--- config.mk ---
export PLATFORM = sky130hd
export DESIGN_NAME = ram_access_arbiter
export DESIGN_NICKNAME = d
export VERILOG_FILES = /design/src/rtl/ram_access_arbiter.sv
export SDC_FILE = /design/constraint.sdc
export NUM_CORES = 1
export LEC_CHECK = 0
export BUFFER_PORTS_ARGS = -buffer_cell sky130_fd_sc_hd__clkbuf_2
export CAP_MARGIN = 5
export CORE_AREA = 2 2 158 160
export DETAILED_ROUTE_END_ITERATION = 10
export DIE_AREA = 0 0 160 162
export GPL_ROUTABILITY_DRIVEN = 0
export SKIP_CTS_REPAIR_TIMING = 1
export SKIP_LAST_GASP = 1
export SYNTH_ARGS = -nofsm -noshare
export SYNTH_HDL_FRONTEND = slang
export SYNTH_SLANG_ARGS = --single-unit
--- constraint.sdc ---
create_clock -name CLK -period 2.3 [get_ports CLK]
set_input_delay 0.115 -clock CLK [delete_from_list [all_inputs] [get_ports CLK]]
set_output_delay 0.115 -clock CLK [all_outputs]
set_load 0.01 [all_outputs]
--- src/rtl/ram_access_arbiter.sv ---
// Burst-granting arbiter sharing one RAM port between the ADMA engine and the host path.
// Round-robin by default; define RAM_ARB_HOST_PRIO_EN for fixed host priority on ties.
module ram_access_arbiter #(
    parameter int ADDR_W     = 64,
    parameter int DATA_W     = 32,
    parameter int MAX_BURST  = 16,
    parameter int BEAT_BYTES = 4
) (
    input  logic              CLK,
    input  logic              RESET_L,
    input  logic              dma_req,
    input  logic              dma_write,
    input  logic [ADDR_W-1:0] dma_address,
    input  logic [4:0]        dma_len,
    input  logic [DATA_W-1:0] dma_wdata,
    output logic              dma_grant,
    output logic              dma_ack,
    output logic [DATA_W-1:0] dma_rdata,
    input  logic              host_req,
    input  logic              host_write,
    input  logic [ADDR_W-1:0] host_address,
    input  logic [4:0]        host_len,
    input  logic [DATA_W-1:0] host_wdata,
    output logic              host_grant,
    output logic              host_ack,
    output logic [DATA_W-1:0] host_rdata,
    output logic [ADDR_W-1:0] ram_address,
    output logic [DATA_W-1:0] ram_data_out,
    output logic              ram_write,
    output logic              ram_read,
    input  logic [DATA_W-1:0] ram_data_in,
    output logic              busy
);

    typedef enum logic [1:0] {
        ST_IDLE  = 2'd0,
        ST_BURST = 2'd1,
        ST_DRAIN = 2'd2
    } state_t;

    localparam logic OWN_DMA  = 1'b0;
    localparam logic OWN_HOST = 1'b1;

    state_t            state_r;
    state_t            state_s;
    logic              owner_r;
    logic              last_owner_r;
    logic              write_r;
    logic [ADDR_W-1:0] addr_r;
    logic [4:0]        len_r;
    logic [4:0]        beat_r;
    logic              rd_ack_r;
    logic              pick_s;
    logic              any_req_s;

    // Zero-length requests still move one beat; oversize requests are clipped.
    function automatic logic [4:0] eff_len(input logic [4:0] len);
        logic [4:0] res;
        if (len == 5'd0) begin
            res = 5'd1;
        end else if (len > 5'(MAX_BURST)) begin
            res = 5'(MAX_BURST);
        end else begin
            res = len;
        end
        return res;
    endfunction

    assign any_req_s = dma_req | host_req;

    // Arbitration winner among the requests sampled in IDLE.
    always_comb begin
        pick_s = OWN_DMA;
`ifdef RAM_ARB_HOST_PRIO_EN
        if (host_req) begin
            pick_s = OWN_HOST;
        end else begin
            pick_s = OWN_DMA;
        end
`else
        if (dma_req && host_req) begin
            pick_s = ~last_owner_r;
        end else if (host_req) begin
            pick_s = OWN_HOST;
        end else begin
            pick_s = OWN_DMA;
        end
`endif
    end

    // Next-state logic for the burst sequencer.
    always_comb begin
        state_s = state_r;
        case (state_r)
            ST_IDLE: begin
                if (any_req_s) begin
                    state_s = ST_BURST;
                end else begin
                    state_s = ST_IDLE;
                end
            end
            ST_BURST: begin
                if (beat_r == (len_r - 5'd1)) begin
                    state_s = write_r ? ST_IDLE : ST_DRAIN;
                end else begin
                    state_s = ST_BURST;
                end
            end
            ST_DRAIN: state_s = ST_IDLE;
            default:  state_s = ST_IDLE;
        endcase
    end

    // State register plus burst context latched at grant time.
    always_ff @(posedge CLK or negedge RESET_L) begin
        if (!RESET_L) begin
            state_r      <= ST_IDLE;
            owner_r      <= OWN_DMA;
            last_owner_r <= OWN_HOST;
            write_r      <= 1'b0;
            addr_r       <= {ADDR_W{1'b0}};
            len_r        <= 5'd0;
            beat_r       <= 5'd0;
            rd_ack_r     <= 1'b0;
        end else begin
            state_r  <= state_s;
            // Read data comes back one cycle after each read strobe.
            rd_ack_r <= (state_r == ST_BURST) && !write_r;
            case (state_r)
                ST_IDLE: begin
                    if (any_req_s) begin
                        owner_r      <= pick_s;
                        last_owner_r <= pick_s;
                        write_r      <= pick_s ? host_write : dma_write;
                        addr_r       <= pick_s ? host_address : dma_address;
                        len_r        <= eff_len(pick_s ? host_len : dma_len);
                        beat_r       <= 5'd0;
                    end
                end
                ST_BURST: begin
                    beat_r <= beat_r + 5'd1;
                    addr_r <= addr_r + ADDR_W'(BEAT_BYTES);
                end
                default: begin
                    beat_r <= beat_r;
                end
            endcase
        end
    end

    logic in_burst_s;
    logic grant_s;
    logic beat_ack_s;
    logic wr_strobe_s;

    assign in_burst_s  = (state_r == ST_BURST);
    assign grant_s     = (state_r == ST_BURST) || (state_r == ST_DRAIN);
    assign wr_strobe_s = in_burst_s && write_r;
    assign beat_ack_s  = wr_strobe_s || rd_ack_r;

    assign ram_write    = wr_strobe_s;
    assign ram_read     = in_burst_s && !write_r;
    assign ram_address  = in_burst_s ? addr_r : {ADDR_W{1'b0}};
    assign ram_data_out = wr_strobe_s ? (owner_r ? host_wdata : dma_wdata) : {DATA_W{1'b0}};
    assign busy         = (state_r != ST_IDLE);

    assign dma_grant  = grant_s && (owner_r == OWN_DMA);
    assign dma_ack    = beat_ack_s && (owner_r == OWN_DMA);
    assign dma_rdata  = (rd_ack_r && (owner_r == OWN_DMA)) ? ram_data_in : {DATA_W{1'b0}};
    assign host_grant = grant_s && (owner_r == OWN_HOST);
    assign host_ack   = beat_ack_s && (owner_r == OWN_HOST);
    assign host_rdata = (rd_ack_r && (owner_r == OWN_HOST)) ? ram_data_in : {DATA_W{1'b0}};

endmodule

==> out/metrics.cfg <==
[run_status]
run_status = finished clean

[drt]
remaining_drc_errors = 0
dr.pass1.iters = 8
drtIter0Drc = 599
antenna_left = 0
wl_um = 34200
wl_per_cell_um = 20.7
vias = 8541
via_per_inst = 5.18

[hold_path]
hp-class = in2reg
hold_path_startpoint = dma_write

[global_route]
grt_pass1_wl_um = 50100
track_usage_pct = 25.5
grt_pass1_vias = 8097
antenna_found_initial = 6
grt_max_degree = 52
grt_overflow = 0

[power]
power.share.clock_pct = 10.7
power_leakage_nw = 5.26
p_sw_share_pct = 49.1
power_density_nw_per_um2 = 1350
pwr-share-seq_pct = 22.1
internal_power_mw = 7.09
p_switching_mw = 6.84
ir_drop_v = 0.000599
p_comb_share_pct = 67.2

[critical_path]
cp_max_fo = 19
r2r_setup_slack_ns = 0.06
cp.arrival_ns = 2.14
worstPathCellList = inv_1, ha_4, nand2_1, buf_4, nor2_1, clkbuf_2
crit_path_start_kind = flop
critPathRequiredTime_ns = 2.18
slowest_delay_ns = 0.36
crit_start = state_r[1]
path_buf_inv = 3
reg2reg_from = addr_r[11]
path_delay_family = buffers and inverters
end_kind = output pin
cp_slowest_cell = dfrtp_1
worstSetupPathType = reg2out

[place]
dp_cells = 1627
place_hpwl_um = 28200
portBuffers = 406

[clock_network]
max-clock-path-buffers = 2
cts.htree.levels = 3
cts-root-buf = clkbuf_16
numCtsBuffers = 9
clkTransAtPathRegs_ns = 0.07
clock_latency_ns = 0.35
clock_sinks = 80
cts_tree = done

[floorplanning]
initial_core_util_pct = 30.2
rows = 57
die_width_um = 160
io_pins = 407
dieHeight_um = 162
dieArea_sq_um = 25900
fp.coreArea_sq_um = 24100

[layout]
nets = 1563
area_growth_pct = 41.9
finalNonFillerCells = 1649
layout-drive-gt1-share_pct = 43.6

[sta]
setup_viol_count_final = 0
layout_min_cycle_time_ns = 2.25
hold_viol = 0
layout_worst_path_cycle_share_pct = 98.0
fin_skew_ns = 0.00957
clock.fmax_mhz = 444
slew_viol_final = 0
slew_headroom_pct = 61.4
setup_tns_ns = 0
rsz0062_at_grt = true
worst_pin_slew_ns = 0.579

[logic_synthesis]
async_reset_ff_share_pct = 100
synthCells = 899
syn_nets = 1145
synth_edf_count = 0
yosys_register_bits = 80
yosysWarnings = 0
ys_seq_area_share_pct = 27.5
yosys_most_used_dff = dfrtp_1
synth_area_per_cell_sq_um = 8.10
ys_types = 56
syn-cell-area_sq_um = 7280

[job]
max_cap_viol_count = 0

final timing paths:
check | endpoint | depth (start not counted)
min in group asynchronous | addr_r[52] | 2
worst min register to register | addr_r[1] | 2
worst max-delay path | ram_data_out[8] | 6
worst min-delay path | write_r | 3
worst max register to register | addr_r[58] | 8
max in group asynchronous | last_owner_r | 3
metal layers:
| layer | part of all wire [%] | vias to the layer above | wire length (um) | track usage (%) |
|---|---|---|---|---|
| met5 | 0.099 | - | 34 | 0 |
| met4 | 1.9 | 6 | 652 | 4.67 |
| met3 | 7.4 | 47 | 2520 | 5.62 |
| met2 | 51 | 359 | 17600 | 47.6 |
| met1 | 39 | 4056 | 13400 | 30.1 |
| li1 | - | 4073 | - | - |
through the flow:
step                      power [mW]  worst slack, ns  hold WS, ns  util, %  instance area, sq um
after floorplan                 8.63           0.0333       -0.181        -                  7280
after global routing            15.0           -0.104       0.0760     42.8                 10300
after CTS                       13.9           0.0553       -0.212     42.6                 10300
final                           13.9           0.0465       0.0720     42.9                 10300
after global placement          12.3            0.114        0.152     41.3                  9960
after detailed placement        12.4           0.0918        0.153     41.3                  9960
registers in the layout (all words and copies together) (netlist names):
signal,flops
last_owner_r,1
write_r,1
beat_r,5
len_r,5
state_r,2
addr_r,64
owner_r,1
rd_ack_r,1
synth_stat cells (12+ instances only):
cell type / instances / area share [%]
a21oi_1: 61 / 4.2
and2_1: 94 / 8.1
and3_1: 35 / 3.0
clkbuf_1: 42 / 2.2
dfrtp_1: 79 / 27
inv_1: 12 / 0.62
mux2_2: 49 / 7.6
mux2i_1: 92 / 13
nand2_1: 94 / 4.8
nand3_1: 37 / 2.5
nand4_1: 15 / 1.3
nor2_1: 74 / 3.8
nor3_1: 23 / 1.6
o21ai_0: 28 / 1.9
o22ai_1: 44 / 3.8
cells in the final DEF, fill, tap and decap left out, types with 5 or more instances in the layout:
master     synthesis  final
inv_1             12     12
nand3_1           37     36
xnor2_1            7      7
mux2i_1           92     92
dfrtp_1           79     78
nand4_1           15     15
buf_12             0      5
o31ai_1            5      5
nor2_1            74     74
o21ai_0           28     28
nor2b_1            5      5
nor3_1            23     23
nor4_1             8      7
o22ai_1           44     44
a21oi_1           61     59
o211ai_1           8      8
clkbuf_2           1    405
mux2_2            49     49
nand2_1           94     93
clkbuf_16          0      9
and3_1            35     35
buf_4              0     62
and2_1            94     94
power groups by stage:
stage	clock, mW	sequential (mW)	combinational [mW]
floorplan	0	2.86	5.77
global placement	0	3.05	9.21
detailed placement	0	3.09	9.29
CTS	1.50	3.06	9.34
global route	1.56	3.21	10.2
finish	1.49	3.07	9.37
kinds of logic (layout without fill, tap and decap cells):
kind of cell / after synthesis / count (layout) / synth area share [%]
xor+xnor: 9 / 9 / 1.08
buf+inv: 82 / 505 / 5.79
flops: 80 / 80 / 27.5
compound gates: 168 / 168 / 13.8
mux: 141 / 141 / 20.2
fa+ha+maj: 6 / 6 / 1.03
simple gates: 413 / 413 / 30.6
other cells: 0 / 3 / 0
tightest hold or removal path: cells and delay by family:
kind                   cells  cell delay (ns)
muxes                      1             0.05
AOI/OAI and AO/OA          1             0.13
buffers and inverters      1             0.08
final cells by class:
type	instances	area, sq um
multi-input cells	737	4930
fillers	2534	13800
flip-flops and latches	80	2000
well taps	324	405
clock buffers	9	225
clock inverters	7	72.6
repair buffers	477	2640
inverters	12	45.0
diodes	3	7.51
(Power assumes the default switching activity.)
